`config.mk`:
```
export PLATFORM = sky130hd
export DESIGN_NAME = vend_ctrl_param
export DESIGN_NICKNAME = d
export VERILOG_FILES = /design/src/rtl/vend_pkg.sv /design/src/rtl/vend_ctrl_param_msg_timer.sv /design/src/rtl/vend_ctrl_param.sv
export SDC_FILE = /design/constraint.sdc
export NUM_CORES = 1
export LEC_CHECK = 0
export CAP_MARGIN = 0
export CORE_ASPECT_RATIO = 0.5
export CORE_MARGIN = 10
export CORE_UTILIZATION = 47
export DETAILED_ROUTE_END_ITERATION = 6
export PLACE_DENSITY = 0.88
export SLEW_MARGIN = 15
export SYNTH_ARGS = -nofsm -noshare
export SYNTH_HDL_FRONTEND = slang
export SYNTH_HIERARCHICAL = 1
export SYNTH_SLANG_ARGS = --single-unit
```
`constraint.sdc`:
```
create_clock -name clk -period 5 [get_ports clk]
set_clock_uncertainty 0.1 [all_clocks]
set_input_delay 1.5 -clock clk [delete_from_list [all_inputs] [get_ports clk]]
set_output_delay 1.5 -clock clk [all_outputs]
set_load 0.02 [all_outputs]
```
`src/rtl/vend_pkg.sv`:
```
// Shared definitions for the vending controller: state encoding, timer sizing
// and one-hot select helpers.
package vend_pkg;

   typedef enum logic [3:0] {
      S_IDLE       = 4'd0,
      S_COLLECT    = 4'd1,
      S_SELECT     = 4'd2,
      S_EMPTY      = 4'd3,
      S_CHECK      = 4'd4,
      S_VEND       = 4'd5,
      S_SHORT      = 4'd6,
      S_CHANGE     = 4'd7,
      S_CARD_SEL   = 4'd8,
      S_CARD_EMPTY = 4'd9,
      S_CARD_VEND  = 4'd10
   } state_t;

   // Select helpers operate on a fixed-width vector; callers zero-extend.
   localparam int MAX_ITEMS = 32;

   function automatic int tmr_w(input int cycles);
      return (cycles < 2) ? 1 : $clog2(cycles);
   endfunction

   function automatic logic onehot_ok(input logic [MAX_ITEMS-1:0] v);
      return (v != '0) && ((v & (v - MAX_ITEMS'(1))) == '0);
   endfunction

   function automatic logic [4:0] onehot_idx(input logic [MAX_ITEMS-1:0] v);
      logic [4:0] idx;
      idx = '0;
      for (int i = 0; i < MAX_ITEMS; i++)
         if (v[i]) idx = 5'(i);
      return idx;
   endfunction

endpackage

```
`src/rtl/vend_ctrl_param_msg_timer.sv`:
```
// Elapsed-cycle counter for timed message states: load marks the first cycle
// in a state, expire marks the last of CYCLES cycles.
module msg_timer
   import vend_pkg::*;
#(
   parameter int CYCLES = 25,
   parameter int W      = 5
) (
   input  logic clk,
   input  logic rst,
   input  logic load,
   output logic expire
);

   localparam logic [W-1:0] LAST = W'(CYCLES - 1);

   logic [W-1:0] cnt_q;

   always_ff @(posedge clk) begin
      if (rst)
         cnt_q <= '0;
      else if (load)
         cnt_q <= W'(1);
      else if (cnt_q != LAST)
         cnt_q <= cnt_q + 1'b1;
   end

   // On the load cycle the count is stale, so only a one-cycle message expires.
   assign expire = load ? (CYCLES <= 1) : (cnt_q == LAST);

endmodule

```
`src/rtl/vend_ctrl_param.sv`:
```
// Cash/card vending controller with timed status messages and quarter change.
// Optional cancel input enabled by defining VEND_CANCEL_EN.
module vend_ctrl_param
   import vend_pkg::*;
#(
   parameter int NUM_ITEMS  = 8,
   parameter int PRICE_W    = 6,
   parameter int BAL_W      = 8,
   parameter int DOLLAR_Q   = 4,
   parameter int MSG_CYCLES = 25
) (
   input  logic                         clk,
   input  logic                         rst,
   input  logic                         cash_sel,
   input  logic                         card_sel,
   input  logic                         quarter_in,
   input  logic                         dollar_in,
   input  logic                         done,
`ifdef VEND_CANCEL_EN
   input  logic                         cancel,
`endif
   input  logic [NUM_ITEMS-1:0]         item_sel,
   input  logic [NUM_ITEMS-1:0]         item_empty,
   input  logic [NUM_ITEMS*PRICE_W-1:0] price_tbl,
   output logic [3:0]                   state,
   output logic [BAL_W-1:0]             balance,
   output logic                         vend,
   output logic                         empty_msg,
   output logic                         short_msg,
   output logic                         change,
   output logic                         busy
);

   localparam int SLOT_W = (NUM_ITEMS > 1) ? $clog2(NUM_ITEMS) : 1;
   localparam int TMR_W  = tmr_w(MSG_CYCLES);
   localparam int CMP_W  = (BAL_W > PRICE_W) ? BAL_W : PRICE_W;
   localparam logic [31:0] BAL_MAX = 32'((64'd1 << BAL_W) - 64'd1);

   function automatic logic [BAL_W-1:0] sat_add(input logic [BAL_W-1:0] b,
                                                input logic q, input logic d);
      logic [31:0] s;
      s = 32'(b) + (q ? 32'd1 : 32'd0) + (d ? 32'(DOLLAR_Q) : 32'd0);
      return (s > BAL_MAX) ? BAL_MAX[BAL_W-1:0] : s[BAL_W-1:0];
   endfunction

   state_t             state_q;
   logic [BAL_W-1:0]   bal_q;
   logic [SLOT_W-1:0]  slot_q;
   logic               vend_q, empty_q, short_q, change_q, tmr_load_q;
   logic               tmr_exp;
   logic               cancel_w;

`ifdef VEND_CANCEL_EN
   assign cancel_w = cancel;
`else
   assign cancel_w = 1'b0;
`endif

   logic [MAX_ITEMS-1:0] sel_ext;
   logic                 sel_ok;
   logic [SLOT_W-1:0]    sel_idx;
   logic                 sel_empty;
   logic [PRICE_W-1:0]   price;
   logic                 can_buy;
   logic [BAL_W-1:0]     bal_add;
   logic [BAL_W-1:0]     bal_diff;

   assign sel_ext   = MAX_ITEMS'(item_sel);
   assign sel_ok    = onehot_ok(sel_ext);
   assign sel_idx   = SLOT_W'(onehot_idx(sel_ext));
   assign sel_empty = item_empty[sel_idx];
   assign price     = price_tbl[int'(slot_q)*PRICE_W +: PRICE_W];
   assign can_buy   = CMP_W'(bal_q) >= CMP_W'(price);
   assign bal_add   = sat_add(bal_q, quarter_in, dollar_in);
   // Only used when can_buy holds, so truncating the price cannot lose bits.
   assign bal_diff  = bal_q - BAL_W'(price);

   msg_timer #(.CYCLES(MSG_CYCLES), .W(TMR_W)) u_timer (
      .clk    (clk),
      .rst    (rst),
      .load   (tmr_load_q),
      .expire (tmr_exp)
   );

   always_ff @(posedge clk) begin
      if (rst) begin
         state_q    <= S_IDLE;
         bal_q      <= '0;
         slot_q     <= '0;
         vend_q     <= 1'b0;
         empty_q    <= 1'b0;
         short_q    <= 1'b0;
         change_q   <= 1'b0;
         tmr_load_q <= 1'b0;
      end else begin
         tmr_load_q <= 1'b0;
         case (state_q)
            S_IDLE: begin
               if (cash_sel)      state_q <= S_COLLECT;
               else if (card_sel) state_q <= S_CARD_SEL;
            end
            S_COLLECT: begin
               bal_q <= bal_add;
               if (cancel_w) begin
                  state_q  <= S_CHANGE;
                  change_q <= |bal_add;
               end else if (done) begin
                  state_q <= S_SELECT;
               end
            end
            S_SELECT: begin
               if (cancel_w) begin
                  state_q  <= S_CHANGE;
                  change_q <= |bal_q;
               end else if (sel_ok) begin
                  slot_q <= sel_idx;
                  if (sel_empty) begin
                     state_q    <= S_EMPTY;
                     empty_q    <= 1'b1;
                     tmr_load_q <= 1'b1;
                  end else begin
                     state_q <= S_CHECK;
                  end
               end
            end
            S_EMPTY: begin
               if (tmr_exp) begin
                  empty_q <= 1'b0;
                  state_q <= S_SELECT;
               end
            end
            S_CHECK: begin
               tmr_load_q <= 1'b1;
               if (can_buy) begin
                  bal_q   <= bal_diff;
                  state_q <= S_VEND;
                  vend_q  <= 1'b1;
               end else begin
                  state_q <= S_SHORT;
                  short_q <= 1'b1;
               end
            end
            S_VEND: begin
               if (tmr_exp) begin
                  vend_q <= 1'b0;
                  if (bal_q != '0) begin
                     state_q  <= S_CHANGE;
                     change_q <= 1'b1;
                  end else begin
                     state_q <= S_IDLE;
                  end
               end
            end
            S_SHORT: begin
               if (cancel_w) begin
                  short_q  <= 1'b0;
                  state_q  <= S_CHANGE;
                  change_q <= |bal_q;
               end else if (tmr_exp) begin
                  short_q <= 1'b0;
                  state_q <= S_COLLECT;
               end
            end
            S_CHANGE: begin
               // Alternate high/low; leave once the last quarter has been paid.
               if (change_q) begin
                  change_q <= 1'b0;
                  bal_q    <= bal_q - 1'b1;
                  if (bal_q == BAL_W'(1)) state_q <= S_IDLE;
               end else if (bal_q == '0) begin
                  state_q <= S_IDLE;
               end else begin
                  change_q <= 1'b1;
               end
            end
            S_CARD_SEL: begin
               if (cancel_w) begin
                  state_q <= S_IDLE;
               end else if (sel_ok) begin
                  slot_q     <= sel_idx;
                  tmr_load_q <= 1'b1;
                  if (sel_empty) begin
                     state_q <= S_CARD_EMPTY;
                     empty_q <= 1'b1;
                  end else begin
                     state_q <= S_CARD_VEND;
                     vend_q  <= 1'b1;
                  end
               end
            end
            S_CARD_EMPTY: begin
               if (cancel_w) begin
                  empty_q <= 1'b0;
                  state_q <= S_IDLE;
               end else if (tmr_exp) begin
                  empty_q <= 1'b0;
                  state_q <= S_CARD_SEL;
               end
            end
            S_CARD_VEND: begin
               if (tmr_exp) begin
                  vend_q  <= 1'b0;
                  state_q <= S_IDLE;
               end
            end
            default: state_q <= S_IDLE;
         endcase
      end
   end

   assign state     = state_q;
   assign balance   = bal_q;
   assign vend      = vend_q;
   assign empty_msg = empty_q;
   assign short_msg = short_q;
   assign change    = change_q;
   assign busy      = (state_q != S_IDLE);

endmodule

```
# == Word level (Yosys, flattened, before mapping) ==
# Index checks and enable logic that the tools add are counted.
# totals
register_bits,25
inputBits,71
out_inout_bits,17
elab_cells,134
# op_classes
bitwise,1
mux,55
multipliers,1
n_addsub,6
reduce_logical,24
order_cmp,3
shift,1
n_eq_ne,33
# op_table
operator,count
$mux 4,13
$shiftx 48x7->6,1
$pmux 4 s11,1
$and 8x32->32,1
$logic_not 32->1,1
$reduce_bool 32->1,1
$mux 3,9
$ne 2x2->1 const B,13
$mux 8,3
$pmux 8 s3,1
$mux 1,20
$eq 4x3->1 const B,4
$eq 4x4->1 const B,3
$reduce_and 11->1,1
$add 9x3->10,1
$gt 10x8->1 const B,1
$add 8x1->9,1
$ne 3x3->1 const B,3
$reduce_and 3->1,3
$sub 8x1->9 const B,1
$eq 4x2->1 const B,2
$eq 8x1->1 const B,1
$ge 8x6->1,1
$logic_not 8->1,1
other kinds (23),37

# == Logic depth before layout (Yosys ltp) ==
# logic_depth
ltp_word,12
ltp_mapped,12
depth_no_buf,11

# == Hierarchy ==
# The synthesis kept the hierarchy.
# by_module_without_submodules
mod,instances,cells_per_inst,seq_area_each_um2,area_each_um2
vend_ctrl_param,1,299,400.4,2431.1
msg_timer,1,25,100.1,247.7

# == Least setup slack after synthesis ==
# OpenSTA, ideal clock, no wires.
# synth_path
path_kind,input -> register
from,in price_tbl[42]
to,"reg bal_q[7], in the netlist balance[7]"
stages,11
n_path_buf,0
setup_time_ps,106
arrival_ps,3903
path_slack_ps,891
required_time_ps,4794
cell_sequence,mux4_2 mux2_2 ha_1 inv_1 fa_1 a21oi_2 o22ai_1 nor4b_1 o21ba_2 or4_1 o311ai_0
# synth_via
elab_chain_len,4
elab_cells_between_ends,7
classes_between,1 x add/sub; 1 x order compare; 1 x eq/ne; 1 x shift; 2 x mux; 1 x reduce/logical
# synth_rtl
item,line,text
start: declaration,vend_ctrl_param.sv:24,"input logic [NUM_ITEMS*PRICE_W-1:0] price_tbl,"
$shiftx 48x7->6 *,vend_ctrl_param.sv:72,assign price = price_tbl[int'(slot_q)*PRICE_W +: PRICE_W];
$sub 8x6->8 / $ge 8x6->1 (equally long branches),"vend_ctrl_param.sv:76, vend_ctrl_param.sv:73",
$mux 8 / $ne 2x2->1 (equally long branches),--,
$pmux 8 s3 / $reduce_and 3->1 (equally long branches),--,
end signal: assignment,vend_ctrl_param.sv:103,bal_q <= bal_add;
end signal: assignment,vend_ctrl_param.sv:135,bal_q <= bal_diff;
end signal: assignment,vend_ctrl_param.sv:168,bal_q <= bal_q - 1'b1;
end: declaration,vend_ctrl_param.sv:47,logic [BAL_W-1:0] bal_q;
# Every way passes the cells marked *; elsewhere a longest branch is shown, timed or not. The select of a mux whose other input is x is not followed.
# A chain may end at the register's enable or synchronous reset.

# == Final worst setup path ==
# layout_path
from,in price_tbl[0]
to,"reg state_q[0], in the netlist state[0]"
# layout_via
elab_chain_len,4
# layout_rtl
item,line,text
$shiftx 48x7->6,vend_ctrl_param.sv:72,
$ge 8x6->1,vend_ctrl_param.sv:73,assign can_buy = CMP_W'(bal_q) >= CMP_W'(price);
$mux 2,vend_ctrl_param.sv:134,if (can_buy) begin
$pmux 4 s11,vend_ctrl_param.sv:97,case (state_q)
end signal: assignment,vend_ctrl_param.sv:99,if (cash_sel) state_q <= S_COLLECT;
end signal: assignment,vend_ctrl_param.sv:100,else if (card_sel) state_q <= S_CARD_SEL;
end signal: assignment,vend_ctrl_param.sv:136,state_q <= S_VEND;
end: declaration,vend_ctrl_param.sv:46,state_t state_q;
# No other way between the ends.

==> metrics.txt <==
fmax=0.212 GHz; # DRC=0; Final setup violation count=0; GR Overflow Total=0; Total Routing Usage GR=17.4%; CP max stage delay=0.77 ns; clk buf depth=2; First DRT Iteration DRCs=209; post-synthesis sequential area ratio=18.7%; row cnt=19; Max-cap violations=0; setup bufs post-CTS=0; Final Max Slew Viols=0; layout cell share with drive strength beyond 1=8.79%; Final #Nets=484; DR pass1 iterations=5; Die ar.=9300 sq um; FFs w/ async S/R, synth=0%; Top-Level Pins=88; Avg Vias per Cell=6.27; Post-Synth XOR/XNOR Area=3.92%; post-synthesis compound-gate area fraction=25.6%; vias in the first global route=2,897; Worst slew margin=31.5%; WL/cell=18.1 microns; Mapped Cells=324; Post-synth EDFFs=0; WL final=8.53 mm; fin crit period=4.71 ns; WHS=0.423 ns; Tcrit/Tclk final=94.2%; CTS buffer count=3; mux contribution to synthesized area=14.0%; initial core utilization=48.8%; Crit. End Element=register; GP Congestion=0.933; clock slew at reported path FFs=0.07 ns; Core Region=5490 sq um; placed cell area=3560 sq um; Slowest-stage cell, CP=nor4b_1; post-synthesis cell type count=69; CP Launch Type=input pin; pin count of the biggest net entering global routing=29; Port Buffers=87; first-pass GRT wire length=13.8 mm; Layout fillers=450; Final TNS setup=0 ns; Final Hold Vio Count=0; status=finished clean; crit path kind=input pin to register; commonest non-fill, non-tap cell in the layout=clkdlybuf4s50_1; Area Growth Syn to Fin=35.9%; FF-to-FF setup slack=1.02 ns; n_diodes=0; VDD IR max=0.153 mV; largest family of logic cells by synthesized area=compound AO/OA/AOI/OAI gates; Final Cell Area=3640 sq um; CTS Sinks=25; Netlist Area Pre-Place=2680 sq um; routed via count=2,951; Clock Latency Late Sink=0.26 ns; Adder-Cell Fraction of Synth Area=7.19%; initial antenna violation count=0; CP Max Fanout=5; unrepaired setup endpoints after global routing=no; post_cts resized=0; CTS tree=done; Critical Path AT=4.77 ns; Die Span X=127 microns; most frequent cells in the layout=87 x clkdlybuf4s50_1, 29 x nor2_1, 25 x dfxtp_1; Avg Cell Area, Syn=8.27 sq um; post-route ant nets=0; Synthesized Nets=409; H-tree depth=1; Critical Path RT=5.06 ns; Pwr Density=315 nW/um^2; crit path cell chain=clkdlybuf4s50_1 -> mux4_2 -> mux2_2 -> ha_1 -> inv_1 -> fa_1 -> a21oi_2 -> o22ai_1 -> nor4b_1 -> a2111oi_0 -> a221o_2 -> a21o_1; Synth warnings=6; Root Driver=clkbuf_16; ys flop type=dfxtp_1; Hold Crit Class=register to register; Leakage=0.00130 uW; Die Ht=73.4 microns; cts hold-fix bufs=0; post-synthesis simple-gate area fraction=25.0%; post-detail-place hpwl=6.76 mm; Slew @ Worst Pin=1.03 ns; Synth Register Bits=25
## final timing paths
check | start | endpoint | depth (start not counted)
worst max register to register | slot_q[0] | state[0] | 11
worst max-delay path | price_tbl[0] | state[0] | 12
worst min register to register | tmr_load_q | u_timer/cnt_q[0] | 2
worst min-delay path | tmr_load_q | u_timer/cnt_q[0] | 2
## kinds of logic after synthesis
| group | count (synthesis) |
|---|---|
| xor+xnor | 12 |
| simple gates | 120 |
| flops | 25 |
| fa+ha+maj | 15 |
| compound gates | 96 |
| buf+inv | 34 |
| mux | 22 |
## worst max-delay path, delay by kind of cell
family | cells | cell delay, ns
AND/OR/NAND/NOR | 1 | 0.77
adder cells (fa/ha/maj) | 2 | 0.56
AO/OA/AOI/OAI | 5 | 1.04
buffers and inverters | 2 | 0.53
multiplexers | 2 | 0.36
## report_power, final
part,internal (uW),total (uW),leakage [uW],switching [uW]
clock network,108,183,0.0000409,75.2
logic,314,654,0.00106,340
registers,227,308,0.000203,80.8
total,650,1150,0.00130,496
## routing by layer
layer  global-route usage [%]  vias up  wire [microns]
met3                     5.67        8            1060
met4                     3.26        0              63
li1                         -     1401               -
met2                     29.6      169            4070
met1                     21.3     1373            3340
met5                        0        -               0
## cells in the mapped netlist, drive strengths merged (11+ instances only)
library cell,n,area [sq um]
dfxtp,25,500
nand3,14,70.1
o21ai,12,60.1
clkbuf,11,41.3
nand2,17,63.8
ha,13,163
mux4,12,270
a21oi,23,119
inv,15,56.3
nor3,18,90.1
nor2,29,109
## stage by stage
stage	setup WS [ns]	cells	power (uW)	util, %
final	0.290	471	1150	66.3
after global placement	0.236	467	927	64.8
after detailed placement	0.0588	467	948	64.8
after floorplan	0.891	324	721	-
after global routing	0.0207	471	1220	66.3
after CTS	0.331	471	1130	66.3
## sequential cells by signal, summed over array words and instances (netlist names)
name and count:
balance 8, short_msg 1, slot_q 3, vend 1, state 4, u_timer/cnt_q 5, tmr_load_q 1, change 1
empty_msg 1
## area by class of cell
type	instances	area, sq um	area share (%)
Timing Repair Buffer	89	886	24.3
Tap cell	73	91.3	2.51
Inverter	15	56.3	1.55
Clock buffer	3	75.1	2.06
Multi-Input combinational cell	265	2030	55.7
Sequential cell	25	500	13.7
Clock inverter	1	5.00	0.137
Power figures use the tool's default switching activity.
